[src/rtl/elevator_pkg.sv]
// Shared definitions for the three-floor elevator: motor commands, floor codes,
// scheduler states and floor bit-mask helpers.
package elevator_pkg;

    localparam logic [1:0] MOTOR_STOP = 2'b00;
    localparam logic [1:0] MOTOR_UP   = 2'b01;
    localparam logic [1:0] MOTOR_DOWN = 2'b10;

    localparam logic [1:0] FLOOR0     = 2'd0;
    localparam logic [1:0] FLOOR1     = 2'd1;
    localparam logic [1:0] FLOOR2     = 2'd2;
    localparam logic [1:0] FLOOR_NONE = 2'd3;

    typedef enum logic [1:0] {
        ST_IDLE,
        ST_MOVING,
        ST_DOOR_OPEN,
        ST_DOOR_CLOSING
    } state_t;

    function automatic logic [2:0] floor_mask(input logic [1:0] f);
        case (f)
            FLOOR0:  return 3'b001;
            FLOOR1:  return 3'b010;
            FLOOR2:  return 3'b100;
            default: return 3'b000;
        endcase
    endfunction

    function automatic logic [2:0] above_mask(input logic [1:0] f);
        case (f)
            FLOOR0:  return 3'b110;
            FLOOR1:  return 3'b100;
            default: return 3'b000;
        endcase
    endfunction

    function automatic logic [2:0] below_mask(input logic [1:0] f);
        case (f)
            FLOOR1:  return 3'b001;
            FLOOR2:  return 3'b011;
            default: return 3'b000;
        endcase
    endfunction

endpackage

[src/rtl/door_hold_timer.sv]
// Door hold timer: down-counter of tick pulses, reloaded on load/restart,
// frozen on request; done pulses on the tick that reaches terminal count.
module door_hold_timer #(
    parameter int unsigned DOOR_HOLD_TICKS = 5
) (
    input  logic clk,
    input  logic reset0,
    input  logic load,
    input  logic run,
    input  logic tick,
    input  logic freeze,
    output logic done
);

    localparam int CW = $clog2(DOOR_HOLD_TICKS + 1);
    localparam logic [CW-1:0] LOAD_VAL = CW'(DOOR_HOLD_TICKS);

    if (DOOR_HOLD_TICKS < 1) begin : g_bad_hold
        $error("door_hold_timer needs DOOR_HOLD_TICKS >= 1");
    end

    logic [CW-1:0] count;
    logic          step;

    // A load cycle never consumes a tick, so entry and restart ticks are ignored.
    assign step = run && tick && !freeze && !load && (count != '0);
    assign done = step && (count == CW'(1));

    always_ff @(posedge clk) begin
        if (reset0) begin
            count <= '0;
        end else if (load) begin
            count <= LOAD_VAL;
        end else if (step) begin
            count <= count - 1'b1;
        end
    end

endmodule

[src/rtl/call_scheduler.sv]
// Three-floor call scheduler: call latch, direction-preserving sweep, door and
// motor sequencing. Optional feature macro: OVERLOAD_HOLD_EN (overload holds door).
//
// state            | meaning
// -----------------+------------------------------------------------------
// ST_IDLE          | no motion; homes downward if between floors
// ST_MOVING        | motor running in dir_up direction toward a call
// ST_DOOR_OPEN     | door open at door_floor, hold timer running
// ST_DOOR_CLOSING  | door commanded shut, waiting for door_closed
module call_scheduler
    import elevator_pkg::*;
#(
    parameter int unsigned DOOR_HOLD_TICKS = 5,
    parameter int unsigned N_FLOORS        = 3
) (
    input  logic       clk,
    input  logic       reset0,
    input  logic       tick,
    input  logic [2:0] cab_req,
    input  logic [2:0] hall_req,
    input  logic [1:0] at_floor,
    input  logic       door_closed,
    input  logic       overload,
    output logic [1:0] motor_cmd,
    output logic       door_open,
    output logic [2:0] pending,
    output logic       dir_up,
    output logic       busy
);

    if (N_FLOORS != 3) begin : g_bad_floors
        $error("call_scheduler supports exactly 3 floors");
    end

    state_t     state, state_next, eval_state;
    logic [1:0] door_floor, here;
    logic       entry;
    logic [2:0] req, ahead, behind, clr;
    logic       at_here, here_req, over;
    logic       dir_next, eval_dir;
    logic [1:0] motor_sel, eval_motor, motor_next;
    logic       hold_load, hold_done;

`ifdef OVERLOAD_HOLD_EN
    assign over = overload;
`else
    logic unused_overload;
    assign unused_overload = overload;
    assign over = 1'b0;
`endif

    assign req      = cab_req | hall_req;
    assign here     = (state == ST_DOOR_OPEN || state == ST_DOOR_CLOSING) ? door_floor : at_floor;
    assign at_here  = |(pending & floor_mask(here));
    assign here_req = |(req & floor_mask(here));
    assign ahead    = pending & (dir_up ? above_mask(here) : below_mask(here));
    assign behind   = pending & (dir_up ? below_mask(here) : above_mask(here));

    // Shared decision used from IDLE and after the door finishes closing.
    always_comb begin
        eval_state = ST_IDLE;
        eval_dir   = dir_up;
        eval_motor = MOTOR_STOP;
        if (here == FLOOR_NONE) begin
            eval_motor = MOTOR_DOWN;
        end else if (at_here) begin
            eval_state = ST_DOOR_OPEN;
        end else if (|ahead) begin
            eval_state = ST_MOVING;
            eval_motor = dir_up ? MOTOR_UP : MOTOR_DOWN;
        end else if (|behind) begin
            eval_state = ST_MOVING;
            eval_dir   = !dir_up;
            eval_motor = dir_up ? MOTOR_DOWN : MOTOR_UP;
        end
    end

    always_comb begin
        state_next = state;
        dir_next   = dir_up;
        motor_sel  = MOTOR_STOP;
        hold_load  = 1'b0;
        case (state)
            ST_IDLE: begin
                state_next = eval_state;
                dir_next   = eval_dir;
                motor_sel  = eval_motor;
            end
            ST_MOVING: begin
                motor_sel = dir_up ? MOTOR_UP : MOTOR_DOWN;
                if (at_here) begin
                    state_next = ST_DOOR_OPEN;
                end else if ((dir_up && here == FLOOR2) || (!dir_up && here == FLOOR0)) begin
                    state_next = ST_IDLE;
                    motor_sel  = MOTOR_STOP;
                end
            end
            ST_DOOR_OPEN: begin
                if (here_req || entry) begin
                    hold_load = 1'b1;
                end else if (hold_done) begin
                    state_next = ST_DOOR_CLOSING;
                end
            end
            ST_DOOR_CLOSING: begin
                if (here_req || over) begin
                    state_next = ST_DOOR_OPEN;
                end else if (door_closed) begin
                    state_next = eval_state;
                    dir_next   = eval_dir;
                    motor_sel  = eval_motor;
                end
            end
            default: state_next = ST_IDLE;
        endcase
    end

    // The floor being served drops its call; a coincident request for it is absorbed.
    assign clr        = (state_next == ST_DOOR_OPEN) ? floor_mask(here) : 3'b000;
    assign motor_next = (door_closed && state_next != ST_DOOR_OPEN) ? motor_sel : MOTOR_STOP;

    door_hold_timer #(
        .DOOR_HOLD_TICKS(DOOR_HOLD_TICKS)
    ) u_hold (
        .clk    (clk),
        .reset0 (reset0),
        .load   (hold_load),
        .run    (state == ST_DOOR_OPEN),
        .tick   (tick),
        .freeze (over),
        .done   (hold_done)
    );

    always_ff @(posedge clk) begin
        if (reset0) begin
            state      <= ST_IDLE;
            motor_cmd  <= MOTOR_STOP;
            door_open  <= 1'b0;
            pending    <= 3'b000;
            dir_up     <= 1'b1;
            busy       <= 1'b0;
            door_floor <= FLOOR0;
            entry      <= 1'b0;
        end else begin
            state     <= state_next;
            motor_cmd <= motor_next;
            door_open <= (state_next == ST_DOOR_OPEN);
            pending   <= (pending | req) & ~clr;
            dir_up    <= dir_next;
            busy      <= (state_next != ST_IDLE);
            entry     <= (state_next == ST_DOOR_OPEN) && (state != ST_DOOR_OPEN);
            if (state_next == ST_DOOR_OPEN) begin
                door_floor <= here;
            end
        end
    end

endmodule
[config.mk]
export PLATFORM = sky130hd
export DESIGN_NAME = call_scheduler
export DESIGN_NICKNAME = d
export VERILOG_FILES = /design/src/rtl/elevator_pkg.sv /design/src/rtl/door_hold_timer.sv /design/src/rtl/call_scheduler.sv
export SDC_FILE = /design/constraint.sdc
export NUM_CORES = 1
export LEC_CHECK = 0
export CORE_MARGIN = 8
export CORE_UTILIZATION = 48
export DETAILED_ROUTE_END_ITERATION = 10
export DONT_BUFFER_PORTS = 1
export GPL_ROUTABILITY_DRIVEN = 0
export GPL_TIMING_DRIVEN = 0
export PLACE_DENSITY = 0.75
export SLEW_MARGIN = 20
export SYNTH_ARGS = -nofsm -noshare
export SYNTH_HDL_FRONTEND = slang
export SYNTH_SLANG_ARGS = --single-unit
[constraint.sdc]
create_clock -name clk -period 4.25 [get_ports clk]
set_input_delay 1.0625 -clock clk [delete_from_list [all_inputs] [get_ports clk]]
set_output_delay 1.0625 -clock clk [all_outputs]
set_load 0.005 [all_outputs]
# Word-level counts from Yosys, hierarchy flattened
# Index checks and enable logic that the tools add are counted.
totals:
  ff_bits: 16
  in_bits: 13
  output_inout_bits: 8
  wordCells: 98
classes:
  n_addsub: 1
  eq_ne: 12
  n_mux: 40
  n_bitwise: 9
  n_reduce_logical: 26
ops:
  columns: ["cell", "n"]
  rows:
  - ["two-way mux 2 bit", 19]
  - ["bitwise AND 3 bit", 5]
  - ["two-way mux 3 bit", 5]
  - ["OR reduction 3 bit", 4]
  - ["equality test 2 bit, second input constant", 5]
  - ["two-way mux 1 bit", 10]
  - ["case mux 3 bit (3 select lines)", 1]
  - ["logical AND 1 bit", 8]
  - ["inequality test 2 bit, second input constant", 4]
  - ["case mux 2 bit (4 select lines)", 1]
  - ["bitwise OR 3 bit", 2]
  - ["case mux 2 bit (3 select lines)", 1]
  - ["case mux 3 bit (2 select lines)", 1]
  - ["nonzero test 2 bit", 3]
  - ["equality test 2 x 1 -> 1 bit, second input constant", 2]
  - ["zero test 2 bit", 2]
  - ["case mux 2 bit (2 select lines)", 1]
  - ["OR reduction 2 bit", 2]
  - ["equality test 3 x 1 -> 1 bit, second input constant", 1]
  - ["logical OR 1 bit", 3]
  - ["NOT 3 bit", 1]
  - ["AND reduction 3 bit", 1]
  - ["nonzero test 3 bit", 1]
  - ["subtractor 3 x 1 -> 3 bit, second input constant", 1]
  - ["3 further kinds", 4]

# Longest topological paths before layout
logic_depth:
  depth_word: 21
  depth_mapped: 12
  depth_no_buf: 12

# By module
# Synthesis repeated with hierarchy kept, for this count alone.
hier_totals:
  hier_cells: 137
  area_unflattened_um2: 1261.2
modules_own_cells:
  columns: ["module", "instances", "cells_per_inst", "area_each_um2", "seq_area_each_um2"]
  rows:
  - ["call_scheduler", 1, 114, 1039.7, 260.2]
  - ["door_hold_timer", 1, 23, 221.5, 60.1]

# Least setup slack after synthesis
# OpenSTA, ideal clock, no wires.
synth_path:
  path_kind: "input port to flip-flop"
  from: "input port at_floor[0]"
  to: "register pending[2]"
  setup_ns: 0.086
  arrival_time_ns: 3.167
  required_ns: 4.164
  setup_slack_ns: 0.998
  cell_stages: 9
  n_path_buf: 0
  path_cell_list: "mux2_2 inv_1 ha_1 a222oi_1 o21ai_2 and2_4 a22oi_4 nor2_4 a211oi_1"
synth_via:
  elab_chain_len: 19
  word_cells_on_any_way: 43
  cone_classes: "eq/ne (4); mux (20); bitwise (6); reduce/logical (13)"
synth_rtl:
  columns: ["element", "line", "source"]
  rows:
  - ["from (decl)", "call_scheduler.sv:21", "input logic [1:0] at_floor,"]
  - ["two-way mux 2 bit (*)", "call_scheduler.sv:53", "assign here = (state == ST_DOOR_OPEN || state == ST_DOOR_CLOSING) ? door_floor : at_floor;"]
  - ["equality test 2 bit (tied with other cells)", "elevator_pkg.sv:22, elevator_pkg.sv:39, call_scheduler.sv:93", null]
  - ["case mux 3 bit (3 select lines)", "elevator_pkg.sv:22", "case (f)"]
  - ["bitwise AND 3 bit", "call_scheduler.sv:55", "assign here_req = |(req & floor_mask(here));"]
  - ["OR reduction 3 bit", "call_scheduler.sv:55", null]
  - ["logical OR 1 bit", "call_scheduler.sv:99", "if (here_req || entry) begin"]
  - ["two-way mux 1 bit", "call_scheduler.sv:99", null]
  - ["two-way mux 1 bit", "call_scheduler.sv:83", "case (state)"]
  - ["(+3 left out)", null, null]
  - ["logical AND 1 bit", "door_hold_timer.sv:27", "assign done = step && (count == CW'(1));"]
  - ["two-way mux 2 bit", "call_scheduler.sv:101", "end else if (hold_done) begin"]
  - ["two-way mux 2 bit", "call_scheduler.sv:99", null]
  - ["case mux 2 bit (4 select lines)", "call_scheduler.sv:83", null]
  - ["equality test 2 bit", "call_scheduler.sv:119", "assign clr = (state_next == ST_DOOR_OPEN) ? floor_mask(here) : 3'b000;"]
  - ["two-way mux 3 bit (*)", "call_scheduler.sv:119", null]
  - ["NOT 3 bit (*)", "call_scheduler.sv:148", "pending <= (pending | req) & ~clr;"]
  - ["bitwise AND 3 bit (*)", "call_scheduler.sv:148", null]
  - ["to (signal assigned)", "call_scheduler.sv:148", null]
  - ["to (decl)", "call_scheduler.sv:26", "output logic [2:0] pending,"]
# Mark *: on every way between the ends. The rest lies on a longest branch, timed or not.
# A chain may end at the register's enable or synchronous reset.

# Final worst setup path
layout_path:
  from: "register state[0]"
  to: "register door_floor[1]"
layout_via:
  elab_chain_len: 18
  word_cells_on_any_way: 46
  cone_classes: "eq/ne (7); mux (19); bitwise (4); reduce/logical (16)"
layout_rtl:
  columns: ["element", "line", "source"]
  rows:
  - ["from (decl)", "call_scheduler.sv:35", "state_t state, state_next, eval_state;"]
  - ["from (signal assigned)", "call_scheduler.sv:145", "state <= state_next;"]
  - ["equality test 2 bit", "call_scheduler.sv:53", null]
  - ["logical OR 1 bit (*)", "call_scheduler.sv:53", null]
  - ["two-way mux 2 bit (*)", "call_scheduler.sv:53", null]
  - ["net here[1]", "call_scheduler.sv:36", "logic [1:0] door_floor, here;"]
  - ["equality test 2 bit (tied with other cells)", "elevator_pkg.sv:22, elevator_pkg.sv:39, call_scheduler.sv:93", null]
  - ["case mux 3 bit (3 select lines)", "elevator_pkg.sv:22", null]
  - ["bitwise AND 3 bit", "call_scheduler.sv:55", null]
  - ["OR reduction 3 bit", "call_scheduler.sv:55", null]
  - ["(+2 left out)", null, null]
  - ["two-way mux 1 bit", "call_scheduler.sv:83", null]
  - ["zero test 1 bit", "door_hold_timer.sv:26", "assign step = run && tick && !freeze && !load && (count != '0);"]
  - ["logical AND 1 bit (2 in series)", "door_hold_timer.sv:26", null]
  - ["logical AND 1 bit", "door_hold_timer.sv:27", null]
  - ["two-way mux 2 bit", "call_scheduler.sv:101", null]
  - ["two-way mux 2 bit", "call_scheduler.sv:99", null]
  - ["case mux 2 bit (4 select lines)", "call_scheduler.sv:83", null]
  - ["equality test 2 bit", "call_scheduler.sv:152", "if (state_next == ST_DOOR_OPEN) begin"]
  - ["to (signal assigned)", "call_scheduler.sv:153", "door_floor <= here;"]
  - ["to (decl)", "call_scheduler.sv:36", null]
# The timed path passes the listed nets; every way through them passes the cells marked *.

==> Implementation_results.wiki <==
{| class="wikitable"
! Metric !! Value
|-
| Post-CTS Repair Setup Buffers || 0
|-
| Worst EP arrival || 3.88 ns
|-
| Starting DRC count in detailed routing || 47
|-
| Clock-pin transition on the worst setup and hold timing paths || 0.10 ns
|-
| Initial antenna violation count || 0
|-
| Clock latency at the later pin of the worst-skew pair || 0.29 ns
|-
| DRC viols || 0
|-
| Max transition margin || 59.31%
|-
| Proportion of synthesized chip area in sequential cells || 28.32%
|-
| Switching power || 0.3873 mW
|-
| Final cell count without fillers || 164
|-
| Slew at the pin closest to its max-slew limit || 0.6104 ns
|-
| CTS-repair resized insts || 0
|-
| TritonCTS clock tree || yes
|-
| Final critical-path share of the clock period || 86.76%
|-
| DR pass1 iterations || 4
|-
| Sink Count || 16
|-
| Average size of a mapped cell || 8.634 sq um
|-
| Power share of the combinational group || 59.4%
|-
| Yosys reg bits || 16
|-
| Category of the worst setup path launch point || flop
|-
| HPWL after DPL || 2.068 mm
|-
| Power per cell area || 685.7 mW/mm^2
|-
| RSZ-0062 raised after global routing || false
|-
| Highest layer used for signal routing || met4
|-
| Routed met3 length || 227 um
|-
| Highest clock frequency the design can meet || 0.2712 GHz
|-
| Max capacitance violation total || 0
|-
| Residual antenna-violating net count after detailed routing || 0
|-
| Time the final worst path needs with I/O delays and setup || 3.687 ns
|-
| TNS Setup || 0 ns
|-
| Die extent in x || 64.55 um
|-
| # setup viols final || 0
|-
| Number of nets produced by synthesis || 157
|-
| Synthesized area || 0.001131 sq mm
|-
| Run status || completed
|-
| Die Outline Area || 0.004166 sq mm
|-
| Launch instance of the worst min-delay path || door_floor[0]
|-
| Internal power || 0.4406 mW
|-
| Proportion of power drawn by the clock network || 12.3%
|-
| Total of hold buffers inserted after clock tree synthesis || 0
|-
| WL per Instance || 16.30 um
|-
| DR WL met2 || 1.286 mm
|-
| CP Capture Type || flop
|-
| Initial Util || 51.13%
|-
| Worst-case clock skew || 0.004570 ns
|-
| Max-slew violation total from the final report || 0
|-
| Switching Fraction || 46.78%
|-
| Total clock buffers created by CTS || 3
|-
| Tot GR Track Use || 12.94%
|-
| HP Class || reg -> reg
|-
| Most common flop cell mapped by yosys || dfxtp_1
|-
| Core outline area || 0.002212 sq mm
|-
| Number of instances in the synthesized netlist || 131
|-
| Asr flop ratio synth || 0%
|-
| Launch point of the worst reg-to-reg path || state[0]
|-
| Start point of the critical path || state[0]
|-
| Core utilization of the finished layout || 54.58%
|-
| Warnings, synthesis || 0
|-
| Y dimension of the die || 64.55 um
|-
| Layout cells sized above 1 || 11.03%
|-
| Worst Path Required || 4.44 ns
|-
| Via/cell ratio || 6.134
|-
| Pre-CTS setup slack || 0.4891 ns
|-
| # rows || 17
|-
| # IOs || 21
|-
| Number of synthesized flops with an enable pin || 0
|-
| Diode insertion count for antenna repair || 0
|-
| Routed metal-1 wirelength || 1.126 mm
|-
| Maximum number of pins on one net before global-route repair || 11
|-
| Port buffer count || 0
|-
| Net count, final || 163
|-
| Register share of total power || 28.3%
|-
| LEAKAGE || 0.4844 nW
|-
| Crit path max fanout || 8
|-
| Category of the critical setup timing path || reg -> reg
|-
| Post-route worst setup slack || 0.5627 ns
|-
| Count of vias placed by the detailed router || 1006
|-
| Detailed Route WL || 2.674 mm
|-
| Htree depth || 1
|-
| Number of global-route vias before repair || 950
|-
| Number of different library cells in the post-synthesis netlist || 46
|-
| IR drop worst, VDD || 0.5033 mV
|-
| Final count of hold timing violations || 0
|-
| Buffer levels on the longest clock path || 2
|-
| GRT Residual Overflow || 0
|-
| Worst hold margin || 0.4871 ns
|-
| CTS Root Cell || clkbuf_4
|-
| Wire length of the first global-routing pass || 4.450 mm
|-
| Layout overhead on the synthesized area || 6.748%
|-
| Number of placed cells counting well taps || 159
|}
critical path: stages, from the launching register on:
cell,delay (ns)
dfxtp_1,0.43
inv_1,0.11
ha_1,0.30
nor2_1,0.21
mux2_2,0.41
inv_1,0.11
ha_1,0.32
a222oi_1,0.23
clkbuf_2,0.20
a31o_2,0.25
a221o_1,0.36
o22a_2,0.30
o31a_1,0.25
o21a_1,0.10
power groups by stage:
stage	logic (mW)	clock network [mW]	registers (mW)
2_1_floorplan	0.389	0	0.226
4_1_cts	0.483	0.106	0.234
5_1_grt	0.546	0.111	0.241
6_report	0.492	0.102	0.234
3_5_place_dp	0.479	0	0.238
3_3_place_gp	0.460	0	0.236
flip-flops by register name, summed over array words and instances (netlist names):
| register | count |
|---|---|
| busy | 1 |
| u_hold.count | 3 |
| pending | 3 |
| motor_cmd | 2 |
| door_floor | 2 |
| entry | 1 |
| state | 2 |
| dir_up | 1 |
| door_open | 1 |
layer usage:
layer / track usage (%) / up-vias
li1: - / 499
met1: 15.86 / 469
met2: 21.24 / 34
met3: 4.124 / 4
met4: 3.542 / 0
met5: 0 / -
final timing paths:
kind / end / slack (ns) / depth (start not counted)
worst max-delay path: door_floor[1] / 0.56 / 13
worst min-delay path: door_floor[0] / 0.49 / 1
worst max register to register: door_floor[1] / 0.56 / 13
worst min register to register: door_floor[0] / 0.49 / 1
area by class of cell:
class                      count  area, sq um
buffer                         2        8.758
clock buffer                   4        36.28
fill                         201         1005
inverter                      13        48.80
multi-input combinational    100        753.2
sequential                    16        320.3
tap                           28        35.03
timing repair buffer           1        5.005
cells in the final DEF (no fill, tap or decap), types with 2 or more instances in the layout:
| cell type | synthesis | final |
|---|---|---|
| mux2_2 | 2 | 2 |
| nand3_1 | 2 | 2 |
| a221oi_1 | 2 | 2 |
| inv_1 | 13 | 13 |
| a211oi_1 | 5 | 5 |
| clkbuf_4 | 0 | 3 |
| o31a_1 | 2 | 2 |
| nand2_1 | 9 | 9 |
| ha_1 | 13 | 13 |
| nor2_1 | 8 | 8 |
| nor2b_1 | 3 | 3 |
| nor3_1 | 8 | 8 |
| o21a_1 | 3 | 3 |
| a22o_1 | 2 | 2 |
| o21ai_0 | 8 | 8 |
| a21oi_1 | 4 | 4 |
| or3_1 | 2 | 2 |
| dfxtp_1 | 16 | 16 |
cells in the mapped netlist, types with 2 or more instances:
master / n / area, sq um
or3_1: 2 / 12.51
nand2_1: 9 / 33.78
nor2b_1: 3 / 18.77
o21ai_0: 8 / 40.04
a221oi_1: 2 / 17.52
o31a_1: 2 / 17.52
a21oi_1: 4 / 20.02
nor3_1: 8 / 40.04
nand3_1: 2 / 10.01
inv_1: 13 / 48.80
mux2_2: 2 / 22.52
ha_1: 13 / 162.7
a22o_1: 2 / 17.52
a211oi_1: 5 / 37.54
nor2_1: 8 / 30.03
o21a_1: 3 / 22.52
dfxtp_1: 16 / 320.3
logic make-up (layout without fill, tap and decap cells):
family,count (synthesis),after routing,share of synthesized area (%)
compound gates,42,42,29.10
xor+xnor,1,1,0.7745
fa+ha+maj,13,13,14.38
buf+inv,15,20,5.088
flops,16,16,28.32
mux,3,3,2.876
simple gates,41,41,19.47
per-stage QoR:
stage | power [mW] | area (sq um)
after floorplan | 0.6148 | 1131
after global placement | 0.6964 | 1166
after detailed placement | 0.7165 | 1166
after CTS | 0.8235 | 1202
after global routing | 0.8979 | 1207
final | 0.8279 | 1207
Power figures use the tool's default switching activity.
==> edit: new RTL, same flow settings <==
Encoding of `state_t`: now one-hot (4 bits for 4 states).
--- a/src/rtl/elevator_pkg.sv
+++ b/src/rtl/elevator_pkg.sv
@@ -13,7 +13,7 @@
 
-    typedef enum logic [1:0] {
-        ST_IDLE,
-        ST_MOVING,
-        ST_DOOR_OPEN,
-        ST_DOOR_CLOSING
+    typedef enum logic [3:0] {
+        ST_IDLE         = 4'b0001,
+        ST_MOVING       = 4'b0010,
+        ST_DOOR_OPEN    = 4'b0100,
+        ST_DOOR_CLOSING = 4'b1000
     } state_t;
Behaviour: no difference found for any inputs over 10 cycles, from zero or initial values and one cycle with reset0 high; not proved beyond that.
==> edit against the unedited design <==
  * Sequential share of layout area decreased by 2.0 points
  * Power down 2.0%
  * Synthesized cell count increased by 32%
  * Core utilization shrank 1.2 points
  * Synthesized area increased by 23%
  * Cell count increased by 27%
  * Largest power group unchanged
  * Worst setup slack better by 0.66 ns
  * Die area increased by 17%
  * Wire length is 28% higher
  * Largest cell class unchanged
  * Global-route usage rose by 0.71 points
  * Clock power rose by 4%
  * Cell area up 22%
  * Sequential cell count up 2
==> edit: results (changes against the unedited design) <==
Status = completed
First-pass GRT wire length = 5790 µm (+30%)
Final WL = 3420 µm (+28%)
Clock Power Share = 0.131 (+0.008)
Crit path to = dir_up
Post-layout power = 811 µW (-2.0%)
Worst IR drop on VDD = 0.000310 V (-38%)
Multi-In Gates = 142 (+42%)
Post-synth cell types = 52 (+13%)
Combinational Power = 448 µW (-8.9%)
Fillers = 259 (+29%)
Fin crit period = 3.02 ns (-0.665 ns)
Met2 wire length = 1670 µm (+30%)
Inverters excl. clock = 7 (-6)
Hold Path Sink = u_hold.count[2]
Crit. Startpoint = state[0]
Post-place setup slack = 1.04 ns (+0.555 ns)
Vias = 1328 (+32%)
Number of non-clock buffers = 6 (+3)
Post-synth top cells = nor2_1 (19), dfxtp_1 (18), nand2_1 (13)
Met1 Routed Length = 1430 µm (+27%)
Seq cells = 18 (+2)
Met2 Use GR = 0.227 (+0.0150)
Critical path arrival = 3.21 ns (-0.67 ns)
Hold slack = 0.513 ns (+0.0257 ns)
Reg2reg setup slack = 1.23 ns (+0.66 ns)
GRT met1 Usage = 0.163 (+0.00456)
Synth top area cells = dfxtp_1 (26%), ha_1 (5.4%), nor2_1 (5.1%)
Least-Margin Pin Slew = 0.625 ns (+0.0150 ns)
Met3 GRT Util = 0.0311 (-0.0102)
Origin of the critical flop-to-flop path = state[0]
DR iter-0 viols = 100 (+110%)
Net Count, Synth = 192 (+22%)
Hold Path Origin = u_hold.count[2]
Clock buf/inv share = 0.0247 (-0.00539)
Wire length on met3 = 253 µm (+11%)
Crit-path max FO = 9 (+1)
Placed wire-length estimate = 2670 µm (+29%)
Initial DRT Pass Iterations = 5 (+1)
Seq/total area = 0.245 (-0.0204)
Post-synthesis sequential area ratio = 0.258 (-0.0251)
Vias/cell = 6.38 (+4.1%)
Netlist Area Pre-Place = 0.00140 mm² (+23%)
NetSw = 370 µW (-4.4%)
Total track usage = 0.137 (+0.00709)
[edit: changes by cell type after synthesis, moves of 7 or more]
cell	before	now
nor2_1	8	19
ha_1	13	6
inv_1	13	6
nand2b_1	0	7
[edit: cell families (layout without fill, tap and decap cells)]
| logic type | after synthesis | after routing | share of synthesized area |
|---|---|---|---|
| and+or+nand+nor | 85 | 85 | 0.333 |
| AOI/OAI and AO/OA | 47 | 47 | 0.257 |
| DFF | 18 | 18 | 0.258 |
| buffers and inverters | 13 | 17 | 0.0538 |
| adders and majority gates | 6 | 6 | 0.0538 |
| xor gates and xnor gates | 4 | 4 | 0.0439 |
[edit: worst max-delay path: stages, from the launching register on]
cell and delay (ns):
dfxtp_1 0.39, or2_1 0.27, buf_6 0.14, o21ai_1 0.21, and2_1 0.16, clkbuf_2 0.15
inv_1 0.09, ha_1 0.21, nor2_1 0.09, a31oi_1 0.05, a2111oi_0 0.43, nand2_1 0.14
o31a_1 0.28, or3_1 0.30
